**src/rtl/regfile_mp_scoreboard.sv**
```systemverilog
// Multi-port register file: registered reads with write-through bypass, highest-port-wins writes,
// and a per-entry busy scoreboard. Build macro ZERO_REG_EN makes entry 0 a hardwired zero.
module regfile_mp_scoreboard #(
    parameter int WIDTH     = 32,
    parameter int DEPTH     = 32,
    parameter int NUM_READ  = 3,
    parameter int NUM_WRITE = 2,
    localparam int AW       = (DEPTH > 1) ? $clog2(DEPTH) : 1
) (
    input  logic                       clk,
    input  logic                       rst,
    input  logic [NUM_WRITE-1:0]       write_en,
    input  logic [NUM_WRITE*AW-1:0]    addr_write,
    input  logic [NUM_WRITE*WIDTH-1:0] data_in,
    input  logic [NUM_READ-1:0]        read_en,
    input  logic [NUM_READ*AW-1:0]     addr_read,
    output logic [NUM_READ*WIDTH-1:0]  data_out,
    output logic [NUM_READ-1:0]        rd_valid,
    output logic [NUM_READ-1:0]        rd_busy,
    input  logic                       rsv_en,
    input  logic [AW-1:0]              rsv_addr,
    output logic [DEPTH-1:0]           busy_vec
);

    localparam logic [AW:0] DEPTH_W = (AW + 1)'(DEPTH);

    logic [WIDTH-1:0]          r_mem [DEPTH];
    logic [DEPTH-1:0]          r_busy;
    logic [NUM_READ*WIDTH-1:0] r_data_out;
    logic [NUM_READ-1:0]       r_rd_valid;
    logic [NUM_READ-1:0]       r_rd_busy;

    logic [AW-1:0]             w_wr_addr [NUM_WRITE];
    logic [WIDTH-1:0]          w_wr_data [NUM_WRITE];
    logic [NUM_WRITE-1:0]      w_wr_ok;
    logic [AW-1:0]             w_rd_addr [NUM_READ];
    logic [WIDTH-1:0]          w_rd_data [NUM_READ];
    logic [NUM_READ-1:0]       w_rd_busy;
    logic                      w_rsv_ok;

    // An address is "live" when it maps to a real, writable entry.
    function automatic logic addr_live(input logic [AW-1:0] a);
        logic ok;
        ok = ({1'b0, a} < DEPTH_W);
`ifdef ZERO_REG_EN
        ok = ok && (a != '0);
`endif
        return ok;
    endfunction

    always_comb begin
        for (int k = 0; k < NUM_WRITE; k++) begin
            w_wr_addr[k] = addr_write[k*AW +: AW];
            w_wr_data[k] = data_in[k*WIDTH +: WIDTH];
            w_wr_ok[k]   = write_en[k] && addr_live(addr_write[k*AW +: AW]);
        end
        w_rsv_ok = rsv_en && addr_live(rsv_addr);
    end

    always_comb begin
        for (int i = 0; i < NUM_READ; i++) begin
            w_rd_addr[i] = addr_read[i*AW +: AW];
        end
    end

    // Read select: ascending port scan so the highest matching write port supplies bypass data.
    always_comb begin
        for (int i = 0; i < NUM_READ; i++) begin
            w_rd_data[i] = '0;
            w_rd_busy[i] = 1'b0;
            if (addr_live(w_rd_addr[i])) begin
                w_rd_data[i] = r_mem[w_rd_addr[i]];
                w_rd_busy[i] = r_busy[w_rd_addr[i]];
            end
            for (int k = 0; k < NUM_WRITE; k++) begin
                if (w_wr_ok[k] && (w_wr_addr[k] == w_rd_addr[i])) begin
                    w_rd_data[i] = w_wr_data[k];
                    w_rd_busy[i] = 1'b0;
                end
            end
        end
    end

    // Later non-blocking assignments override earlier ones: highest write port wins.
    always_ff @(posedge clk) begin
        if (rst) begin
            for (int n = 0; n < DEPTH; n++) begin
                r_mem[n] <= '0;
            end
        end else begin
            for (int k = 0; k < NUM_WRITE; k++) begin
                if (w_wr_ok[k]) begin
                    r_mem[w_wr_addr[k]] <= w_wr_data[k];
                end
            end
        end
    end

    // Reservation is applied after write clears so it wins on the same entry.
    always_ff @(posedge clk) begin
        if (rst) begin
            r_busy <= '0;
        end else begin
            for (int k = 0; k < NUM_WRITE; k++) begin
                if (w_wr_ok[k]) begin
                    r_busy[w_wr_addr[k]] <= 1'b0;
                end
            end
            if (w_rsv_ok) begin
                r_busy[rsv_addr] <= 1'b1;
            end
        end
    end

    always_ff @(posedge clk) begin
        if (rst) begin
            r_data_out <= '0;
            r_rd_valid <= '0;
            r_rd_busy  <= '0;
        end else begin
            for (int i = 0; i < NUM_READ; i++) begin
                r_rd_valid[i] <= read_en[i];
                if (read_en[i]) begin
                    r_data_out[i*WIDTH +: WIDTH] <= w_rd_data[i];
                    r_rd_busy[i]                 <= w_rd_busy[i];
                end
            end
        end
    end

    assign data_out = r_data_out;
    assign rd_valid = r_rd_valid;
    assign rd_busy  = r_rd_busy;
    assign busy_vec = r_busy;

endmodule
```
**config.mk**
```make
export PLATFORM = sky130hd
export DESIGN_NAME = regfile_mp_scoreboard
export DESIGN_NICKNAME = d
export VERILOG_FILES = /design/src/rtl/regfile_mp_scoreboard.sv
export SDC_FILE = /design/constraint.sdc
export NUM_CORES = 2
export LEC_CHECK = 0
export CELL_PAD_IN_SITES_DETAIL_PLACEMENT = 0
export CELL_PAD_IN_SITES_GLOBAL_PLACEMENT = 1
export CORE_AREA = 4 4 427 387
export CTS_CLUSTER_DIAMETER = 30
export CTS_CLUSTER_SIZE = 10
export DETAILED_ROUTE_END_ITERATION = 7
export DIE_AREA = 0 0 431 391
export HOLD_SLACK_MARGIN = 0.15
export PLACE_DENSITY_LB_ADDON = 0.1
export SYNTH_ARGS = -nofsm -noshare
export SYNTH_HDL_FRONTEND = slang
export SYNTH_SLANG_ARGS = --single-unit
```
**constraint.sdc**
```tcl
create_clock -name clk -period 2.69 [get_ports clk]
set_input_delay 0.538 -clock clk [delete_from_list [all_inputs] [get_ports clk]]
set_output_delay 0.538 -clock clk [all_outputs]
set_load 0.05 [all_outputs]
```
Word level (Yosys, flattened, before mapping). Memories as Yosys holds them, arrays and structs flattened. A register that Yosys moved wholly into a read port is not among the register bits. Index checks and enable logic that the tools add are counted.

Magnitude comparators: 9. Equality and inequality tests: 6. Mux-type cells: 37. Bitwise logic cells: 5. Reductions and logical operators: 11.

Operators with widths (count): $mux W32 (7); $and A32 B32 Y32 (2); $not A32 Y32 (2); $reduce_or A32 Y1 (2); $lt A5 B6 Y1 const B (6); $or A32 B32 Y32 (1); $eq A5 B5 Y1 (6); $mux W1 (22); $bmux W1 S5 (3); $demux W1 S5 (3); $ge A5 B1 Y1 const B (3); $mux W5 (2); $logic_and A1 B1 Y1 (9).

Flip-flop bits (word level): 38. RAM bits: 1024. Output and inout port bits: 134. Memories kept: 1.

Memory list: r_mem (depth 32, bits a word 32, read ports 3, clocked after Yosys merged registers in 3, write ports 32, line 27) `logic [WIDTH-1:0] r_mem [DEPTH];`.

Logic depth before layout (Yosys ltp).
Depth in word-level cells: 13. Gate-level depth with buffers: 10.

Worst setup path after synthesis. Ideal clock, no wire load.

Path kind: input-to-reg. Start point: input addr_write[8]. End point: memory r_mem[4][0], enable pin. Library setup time: 0.390 ns. Data arrival time: 2.356 ns. Setup slack: -0.056 ns. Stages on the path: 5. Buffers on the path: 2. Path through: buf_2 -> or3b_2 -> clkbuf_1 -> nor2_1 -> or3_1.

RTL lines: from (decl) (line 13) `input logic [NUM_WRITE*AW-1:0] addr_write,`; to (decl) (line 27).

Worst setup path in the final report.
Start point: register r_data_out[59], in the netlist data_out[59], read port of r_mem. End point: output data_out[59].

RTL lines: from (decl) (line 29) `logic [NUM_READ*WIDTH-1:0] r_data_out;`; to (decl) (line 17) `output logic [NUM_READ*WIDTH-1:0] data_out,`.

No word-level cell between the ends.

==> flow_summary.ini <==
[worst_setup_path]
crit_chain = clkdlybuf4s50_1
critical_path.endpoint_type = output pin
worstPathMaxFanout = 2
cpLargestDelayFamily = buffers and inverters
crit_buf_inv = 1
r2r_cells = 6
cpPeakStageDelay_ps = 840
cpMaxStageDelayCell = clkdlybuf4s50_1
r2r-end = data_out[25]
worstPathArrival_ps = 2140
crit_path_start_kind = register
reg2reg_from = r_mem[21][25]
rrSetupSlack_ps = 600
critPathKind = register to output pin
crit_required_ps = 2150
cp_num_cells = 1

[route]
wire_per_inst_um = 42.9
wirelength_um = 398000
final_antenna_net_count = 0
first_pass_iters = 8
vias_per_cell = 7.59
drt-initial-drc-count = 12600
vias = 70400
drcViolationCount = 8

[sta]
timing.final.crit_share_pct = 99.4
fin_ws_ps = 15.2
slew_violations = 0
timing.slew.headroom_pct = 7.34
tightest_slew_ps = 1380
hold_slack_ps = 223
finClkSkew_ps = 56.0
min_period_ps = 2670
fmax_mhz = 374
rsz0062_at_grt = no
final_hold_viol_count = 0
setup_viol = 0
setup_tns_ps = 0

[global_routing]
grt_remaining_overflow = 0
met2_usage_pct = 63.4
grt_use_total_pct = 45.8
busiest_layer = met2
grt_pass1_wl_um = 538000
antenna_found_initial = 15
first_global_vias = 67300
grt_max_degree = 52
grtUsageMet3_pct = 14.6
grtUsageMet1_pct = 59.9

[synth]
syn_inst = 6357
synth_area_leader_cell = edfxtp_1
synth_fp_nets = 6459
avgSynthCellArea_sq_um = 11.8
ys_seq_area_share_pct = 44.4
synth.distinct_cells = 56
syn_area_sq_um = 75200
async_flop_share_pct = 0
synth_most_common_cell = mux2i_1
ys.flop_type = edfxtp_1
synthTopCellsByArea = edfxtp_1 (41%), mux2i_1 (14%), a22o_1 (12%), mux4_2 (8.6%), a22oi_1 (4.4%)
synth_top_area_share_pct = 40.9
yosys_warnings = 0
synth_commonest_cells = mux2i_1 (1059), a22o_1 (1057), edfxtp_1 (1024)
synth_edf_count = 1024
synth_seq_cells = 1158

[clocking]
clockBufferDepth = 4
clkSinkCount = 1158
cts_buffers = 310
cts_root_buf = clkbuf_16
htreeDepth = 5
tritoncts = yes
clk_pin_slew_ps = 40
clk_latency_ps = 930
post_cts_buffers = 0

[min_path]
holdCritStartpoint = read_en[1]
hold_depth = 4
holdCritPathClass = primary input to register
hold_end = data_out[34]

[pwr]
ir_worst_vdd_v = 0.000585
p_leak_nw = 37.6
power_density_nw_per_um2 = 708

[cells_and_area]
syn2layout_area_growth_pct = 30.7
design_area_sq_um = 98300
nNetsFinal = 6989
nFillCells = 12600
fin_cells = 9268
final_layout_size_suffix_gt1_share_pct = 25.6

[floorplanning]
core_area_sq_um = 161000
chipHeight_um = 391
io_pins = 236
die_x_um = 431
rows = 140
start_util_pct = 46.7
die-area_sq_um = 169000

[placement]
place_congestion = 1.05
port_buffers = 235
dp.final_hpwl_um = 261000
dp_cells = 8704
pre_cts_slack_ps = -641
place_area_sq_um = 87800

[outcome]
outcome = complete, but fails checks
violations = DRC

[flow_run]
maxCapViolations = 0
==> per-layer routing <==
layer	vias to the layer above	part of all wire, %
met2	6941	40
met4	10	8.9
li1	26800	-
met3	1697	15
met1	34900	36
met5	-	0.017
==> cells by family after synthesis <==
| family | after synthesis | share of synthesized area, % |
|---|---|---|
| AO/OA/AOI/OAI | 2118 | 21.6 |
| XOR/XNOR | 30 | 0.349 |
| buffers and inverters | 957 | 5.70 |
| flip-flops | 1158 | 44.4 |
| multiplexers | 1376 | 23.1 |
| AND/OR/NAND/NOR | 718 | 4.73 |
==> per-stage QoR <==
| stage | total power, mW | util, % |
|---|---|---|
| after CTS | 69.1 | 61.0 |
| after floorplan | 27.2 | - |
| after global routing | 70.8 | 61.0 |
| after global placement | 31.7 | 54.6 |
| final | 69.5 | 61.1 |
| after detailed placement | 31.8 | 54.6 |
==> final cells by class <==
type / instances / area [sq um] / share of cell area (%)
clock buffer: 375 / 8350 / 8.50
antenna: 12 / 30.0 / 0.0306
timing repair buffer: 1111 / 13300 / 13.6
inverter: 64 / 240 / 0.244
sequential: 1158 / 33400 / 34.0
multi-input combinational: 4242 / 38100 / 38.7
tap: 2130 / 2670 / 2.71
clock inverter: 176 / 2140 / 2.18
==> sequential cells by signal (all words and copies together) (netlist names) <==
signal and flops:
busy_vec 32, r_mem 1024, rd_busy 3, data_out 96, rd_valid 3
==> where the power goes <==
group          leakage, nW  total (mW)  internal, mW  switching [mW]
clock                 5.10        37.6          26.2            11.4
sequential            10.9        21.9          20.9            1.08
combinational         21.6        9.99          3.88            6.11
==> cell usage in the layout, fill, tap and decap left out, types with 33 or more instances in the layout <==
master           count
mux2i_1           1059
a22o_1            1057
edfxtp_1          1024
buf_4              522
a22oi_1            444
buf_12             359
clkbuf_16          320
mux4_2             286
nand2_1            251
a21oi_1            226
o21ai_0            156
clkdlybuf4s50_1    146
nor2_1             137
dfxtp_1            134
dlygate4sd2_1       78
nor4_1              68
a221oi_1            65
inv_1               63
o211ai_1            62
clkinv_2            51
o22ai_1             47
bufinv_16           46
clkbuf_1            41
nor2b_1             37
nor2_4              36
nor3_1              35
clkinv_1            33
==> how the worst max path moves through the flow <==
stage / startpoint / endpoint / slack [ps]
after floorplan: addr_write[8] / r_mem[5][0] / 40
after detailed placement: addr_write[0] / r_mem[3][16] / -640
after global routing: data_out[59] / data_out[59] / 0.8
after global placement: write_en[0] / r_mem[3][16] / -660
final: data_out[59] / data_out[59] / 20
after CTS: data_out[59] / data_out[59] / 0.6
==> tightest hold or removal path, stage by stage <==
cell      delay [ps]
buf_4            140
buf_12           160
o211ai_1         100
a22o_1           130
==> repair_timing <==
action	4_1_cts	5_1_grt
endpoints found under the setup margin	78	1
pin swaps	0	0
endpoints found under the hold margin	1	0
hold buffers	1	0
resized for setup	78	1
Power figures use the tool's default switching activity.
